<file path="config.mk">
export PLATFORM = sky130hd
export DESIGN_NAME = pipe_reg_chain
export DESIGN_NICKNAME = d
export VERILOG_FILES = /design/src/rtl/pipe_pkg.sv /design/src/rtl/pipe_stage.sv /design/src/rtl/pipe_reg_chain.sv
export SDC_FILE = /design/constraint.sdc
export NUM_CORES = 1
export LEC_CHECK = 0
export BUFFER_PORTS_ARGS = -buffer_cell sky130_fd_sc_hd__buf_2
export CAP_MARGIN = 10
export CORE_AREA = 5 5 42 44
export DETAILED_ROUTE_END_ITERATION = 8
export DIE_AREA = 0 0 47 49
export MAX_ROUTING_LAYER = met4
export SKIP_CTS_REPAIR_TIMING = 1
export SYNTH_ARGS = -nofsm -noshare
export SYNTH_HDL_FRONTEND = slang
export SYNTH_HIERARCHICAL = 1
export SYNTH_SLANG_ARGS = --single-unit
</file>
<file path="constraint.sdc">
create_clock -name clk -period 1.25 [get_ports clk]
set_input_delay 0.1875 -clock clk [delete_from_list [all_inputs] [get_ports clk]]
set_output_delay 0.1875 -clock clk [all_outputs]
set_load 0.005 [all_outputs]
</file>
<file path="src/rtl/pipe_pkg.sv">
// Shared helpers for the elastic buffering blocks (register chains, skid
// buffers, small FIFOs) that need to size an occupancy counter.
package pipe_pkg;

    // Bits needed to hold every count from 0 up to and including depth.
    // A depth below 1 is meaningless for a buffer; it still yields a legal
    // 1-bit width so that a bad parameter does not produce a zero-width port.
    function automatic int occ_w(input int depth);
        if (depth < 1) begin
            return 1;
        end
        return $clog2(depth + 1);
    endfunction

endpackage

</file>
<file path="src/rtl/pipe_stage.sv">
// One slot of the elastic register chain: a valid flag plus a data word.
// The slot accepts from its source whenever it is empty or the slot ahead
// of it is moving, so bubbles in front of a stalled word are squeezed out.
module pipe_stage #(
    parameter int WIDTH = 4
) (
    input  logic             clk,
    input  logic             reset_n,
    input  logic             flush,
    input  logic             src_valid,
    input  logic [WIDTH-1:0] src_data,
    input  logic             rdy_in,
    output logic             valid,
    output logic [WIDTH-1:0] data,
    output logic             rdy_out
);

    logic             r_valid;
    logic [WIDTH-1:0] r_data;

    // The slot can take a new word if it is empty or its word is leaving.
    assign rdy_out = !r_valid || rdy_in;

    // Valid flag: cleared by reset and flush, otherwise follows the source
    // whenever the slot is allowed to advance.
    always_ff @(posedge clk or negedge reset_n) begin
        if (!reset_n) begin
            r_valid <= 1'b0;
        end else if (flush) begin
            r_valid <= 1'b0;
        end else if (rdy_out) begin
            r_valid <= src_valid;
        end
    end

    // Data word: only captured when a real word arrives, so a slot that
    // is stalled or receiving a bubble keeps its previous contents.
    always_ff @(posedge clk or negedge reset_n) begin
        if (!reset_n) begin
            r_data <= '0;
        end else if (!flush && rdy_out && src_valid) begin
            r_data <= src_data;
        end
    end

    assign valid = r_valid;
    assign data  = r_data;

endmodule

</file>
<file path="src/rtl/pipe_reg_chain.sv">
// Elastic register chain: DEPTH pipe_stage slots in series under a
// valid/ready handshake. Bubbles collapse so a free-flowing chain moves one
// word per cycle; flush empties every slot in one edge. The ready path is
// a purely combinational ripple from the output back to the input, which
// is acceptable for the short chains (DEPTH up to about 8) this is used for.
module pipe_reg_chain
    import pipe_pkg::*;
#(
    parameter int WIDTH = 4,
    parameter int DEPTH = 2
) (
    input  logic                       clk,
    input  logic                       reset_n,
    input  logic                       flush,
    input  logic                       in_valid,
    output logic                       in_ready,
    input  logic [WIDTH-1:0]           in_data,
    output logic                       out_valid,
    input  logic                       out_ready,
    output logic [WIDTH-1:0]           out_data,
    output logic [occ_w(DEPTH)-1:0]    occupancy
);

    localparam int OCC_W = occ_w(DEPTH);

    logic [DEPTH-1:0] w_valid_vec;
    logic [OCC_W-1:0] w_occ;

    // Stage 0 sits on the input side, stage DEPTH-1 drives the output.
    // Each stage keeps its own link signals so the ready ripple is a chain
    // of distinct nets rather than a self-referencing vector.
    for (genvar gi = 0; gi < DEPTH; gi++) begin : g_stage
        logic             w_src_valid;
        logic [WIDTH-1:0] w_src_data;
        logic             w_rdy_in;
        logic             w_valid;
        logic [WIDTH-1:0] w_data;
        logic             w_rdy_out;

        if (gi == 0) begin : g_src_in
            assign w_src_valid = in_valid;
            assign w_src_data  = in_data;
        end else begin : g_src_prev
            assign w_src_valid = g_stage[gi-1].w_valid;
            assign w_src_data  = g_stage[gi-1].w_data;
        end

        if (gi == DEPTH - 1) begin : g_rdy_out
            assign w_rdy_in = out_ready;
        end else begin : g_rdy_next
            assign w_rdy_in = g_stage[gi+1].w_rdy_out;
        end

        pipe_stage #(
            .WIDTH (WIDTH)
        ) u_stage (
            .clk       (clk),
            .reset_n   (reset_n),
            .flush     (flush),
            .src_valid (w_src_valid),
            .src_data  (w_src_data),
            .rdy_in    (w_rdy_in),
            .valid     (w_valid),
            .data      (w_data),
            .rdy_out   (w_rdy_out)
        );

        assign w_valid_vec[gi] = w_valid;
    end

    // Flush blocks both handshakes in its cycle so nothing is transferred
    // while the slots are being cleared.
    assign in_ready  = g_stage[0].w_rdy_out && !flush;
    assign out_valid = g_stage[DEPTH-1].w_valid && !flush;
    assign out_data  = g_stage[DEPTH-1].w_data;

    // Occupancy is the number of occupied slots, taken from register state.
    always_comb begin
        w_occ = '0;
        for (int i = 0; i < DEPTH; i++) begin
            w_occ = w_occ + OCC_W'(w_valid_vec[i]);
        end
    end

    assign occupancy = w_occ;

endmodule

</file>
==> impl_metrics.toml <==
[sta]
rsz0062_at_grt = "yes"
postLayoutSetupSlackWorst_ns = -0.2327
max_freq_ghz = 0.6745
tightest_slew_ns = 0.2289
whs_ns = 0.1496
fin_worst_skew_ns = 0.001631
slew_viol_final = 0
finalWorstPathRequiredPeriod_ns = 1.483
worst_slew_margin_rel_pct = 84.74
setup-violations-final = 11
layout_worst_path_cycle_share_pct = 118.6
final_hold_viol_count = 0

[cts]
clkLatencyLatePin_ns = 0.27
clk_pin_slew_worst_paths_ns = 0.06
cts_made_buffers = 3
clock_tree.root_cell = "sky130_fd_sc_hd__clkbuf_4"
clock_sinks = 10
cts.htree.levels = 1
clock_tree.buffer_depth = 2
tritoncts_clock_tree = "built"

[power_and_ir_drop]
p_leak_uw = 0.0003707
power.ir.vdd_worst_uv = 824.5
power.density_cell_area_nw_per_um2 = 1304
power.total_uw = 933.2

[drt]
drt_iter0_markers = 3
via_per_inst = 4.468
route.antenna.remaining_nets = 0
routed_wirelength_um = 986
total_drc_errors_in_the_routed_layout = 0
via_count = 344
detail_route.wl_per_cell_um = 12.81
detailedRoute.firstPassIterationCount = 2

[critical_path]
crit_fanout = 4
worst_setup_start_kind = "register"
critPathRequiredTime_ns = 1.40
critical_path_endpoint_category = "register"
critical_path_class = "register to register"
timing.critical_path.arrival_ns = 1.64

[yosys]
post_synthesis_instance_area_um2 = 452.9
postSynthAreaPerCell_um2 = 14.61
yosys_register_bits = 10
synth.yosys.seq_area_share_pct = 55.25
synth_warnings = 6
syn_nets = 41
ys_types = 8
synth_cells = 31

[final_layout]
area_growth_pct = 58.01
postLayoutCoreUtil_pct = 51.07
share_of_final_layout_standard_cells_stronger_than_drive_strength_1_pct = 72.13
number_of_filler_instances_in_the_final_layout = 137
final_net_count = 72
area_of_the_multi_input_gates_um2 = 232.7
diodes = 0
seqCellArea_um2 = 250.2

[floorplan]
die_x_um = 47
rows = 14
fp.coreArea_um2 = 1401
chipHeight_um = 49
initial_utilization_pct = 32.32
design.die.area_um2 = 2303
top_level_ports = 17

[global_route]
antenna_violations_before_repair = 0
global_route_wire_length_before_repair_mm = 1.469
first_global_vias = 334
globalRouteTotalUtil_pct = 9.297
final_global_route_overflow_total = 0
largest_net_degree_at_the_start_of_global_routing = 11

[min_path]
min_path_type = "input pin to register"

[outcome]
violated_checks = "setup timing"
outcome = "finished, violations left"

[placement]
gp_congestion = 0.6230
dp_worst_setup_slack_ns = -0.1647
io_buffer_count = 16
post-dp-hpwl_um = 676.7

[job]
max_cap_violations = 0
-- cells by family after synthesis --
group         synth area share [%]
simple gates                 20.44
flops                        55.25
mux                          19.89
buf+inv                      1.658
fa+ha+maj                    2.762
-- flip-flops by register name (all words and copies together) (netlist names) --
signal,cells
g_stage.u_stage/data,8
g_stage.u_stage/valid,2
-- cells in the mapped netlist (all sizes together) --
library cell	number	area share, %
mux2	8	20
nor3b	2	8.3
ha	1	2.8
dfrtp	10	55
nor2b	4	8.8
inv	2	1.7
nor2	4	3.3
-- final timing paths --
check	startpoint	end	slack, ns	cells past startpoint
max in group asynchronous	reset_n	g_stage[0].u_stage/data[0]	0.76	2
worst min register to register	g_stage[1].u_stage/data[3]	g_stage[1].u_stage/data[3]	0.51	1
worst max-delay path	g_stage[1].u_stage/valid	g_stage[0].u_stage/data[2]	-0.23	7
worst max register to register	g_stage[1].u_stage/valid	g_stage[0].u_stage/data[2]	-0.23	7
min in group asynchronous	reset_n	g_stage[0].u_stage/data[1]	0.30	2
worst min-delay path	in_data[1]	g_stage[0].u_stage/data[1]	0.15	2
-- metal layers --
metal	share of wire [%]	vias up	track usage, %
li1	-	166	-
met1	41	163	10.55
met2	51	13	13.57
met3	6.7	2	3.321
met4	1.4	0	5.530
met5	0	-	-
-- metrics by stage --
stage | instance area [um^2] | TNS [ns] | cells
2_1_floorplan | 456.7 | -0.2532 | 31
3_3_place_gp | 579.3 | -0.5896 | 66
3_5_place_dp | 579.3 | -0.7575 | 66
4_1_cts | 615.6 | -1.275 | 70
5_1_grt | 715.7 | -2.382 | 77
6_report | 715.7 | -1.782 | 77
-- final cells by class --
cell class                 count  share of cell area [%]
inverter                       2                   1.049
sequential                    10                   34.97
timing repair buffer          26                   23.60
multi-input combinational     19                   32.52
clock buffer                   4                   5.070
tap                           16                   2.797
-- worst max-delay path: stages (launching register included) --
cell                      delay, ns
sky130_fd_sc_hd__dfrtp_1       0.37
sky130_fd_sc_hd__nor2b_4       0.13
sky130_fd_sc_hd__inv_2         0.06
sky130_fd_sc_hd__nor2b_4       0.04
sky130_fd_sc_hd__buf_4         0.13
sky130_fd_sc_hd__nor3b_4       0.18
sky130_fd_sc_hd__buf_6         0.15
sky130_fd_sc_hd__mux2_4        0.30
-- cells in the final DEF (no fill, tap or decap) --
master	instances
sky130_fd_sc_hd__buf_2	16
sky130_fd_sc_hd__dfrtp_1	10
sky130_fd_sc_hd__mux2_4	8
sky130_fd_sc_hd__buf_4	6
sky130_fd_sc_hd__nor2_1	4
sky130_fd_sc_hd__nor2b_4	3
sky130_fd_sc_hd__clkbuf_4	3
sky130_fd_sc_hd__buf_6	3
sky130_fd_sc_hd__inv_2	2
sky130_fd_sc_hd__nor3b_4	2
sky130_fd_sc_hd__nor2b_1	1
sky130_fd_sc_hd__ha_1	1
sky130_fd_sc_hd__clkbuf_8	1
sky130_fd_sc_hd__dlygate4sd3_1	1
-- where the power goes --
group          leakage [uW]  internal (uW)  switching (uW)
Clock             0.0000210            177             111
Sequential         0.000121            386            36.0
Combinational      0.000229            149            74.0
Total              0.000371            712             221
Note: power is estimated with default switching activity, not from simulation.
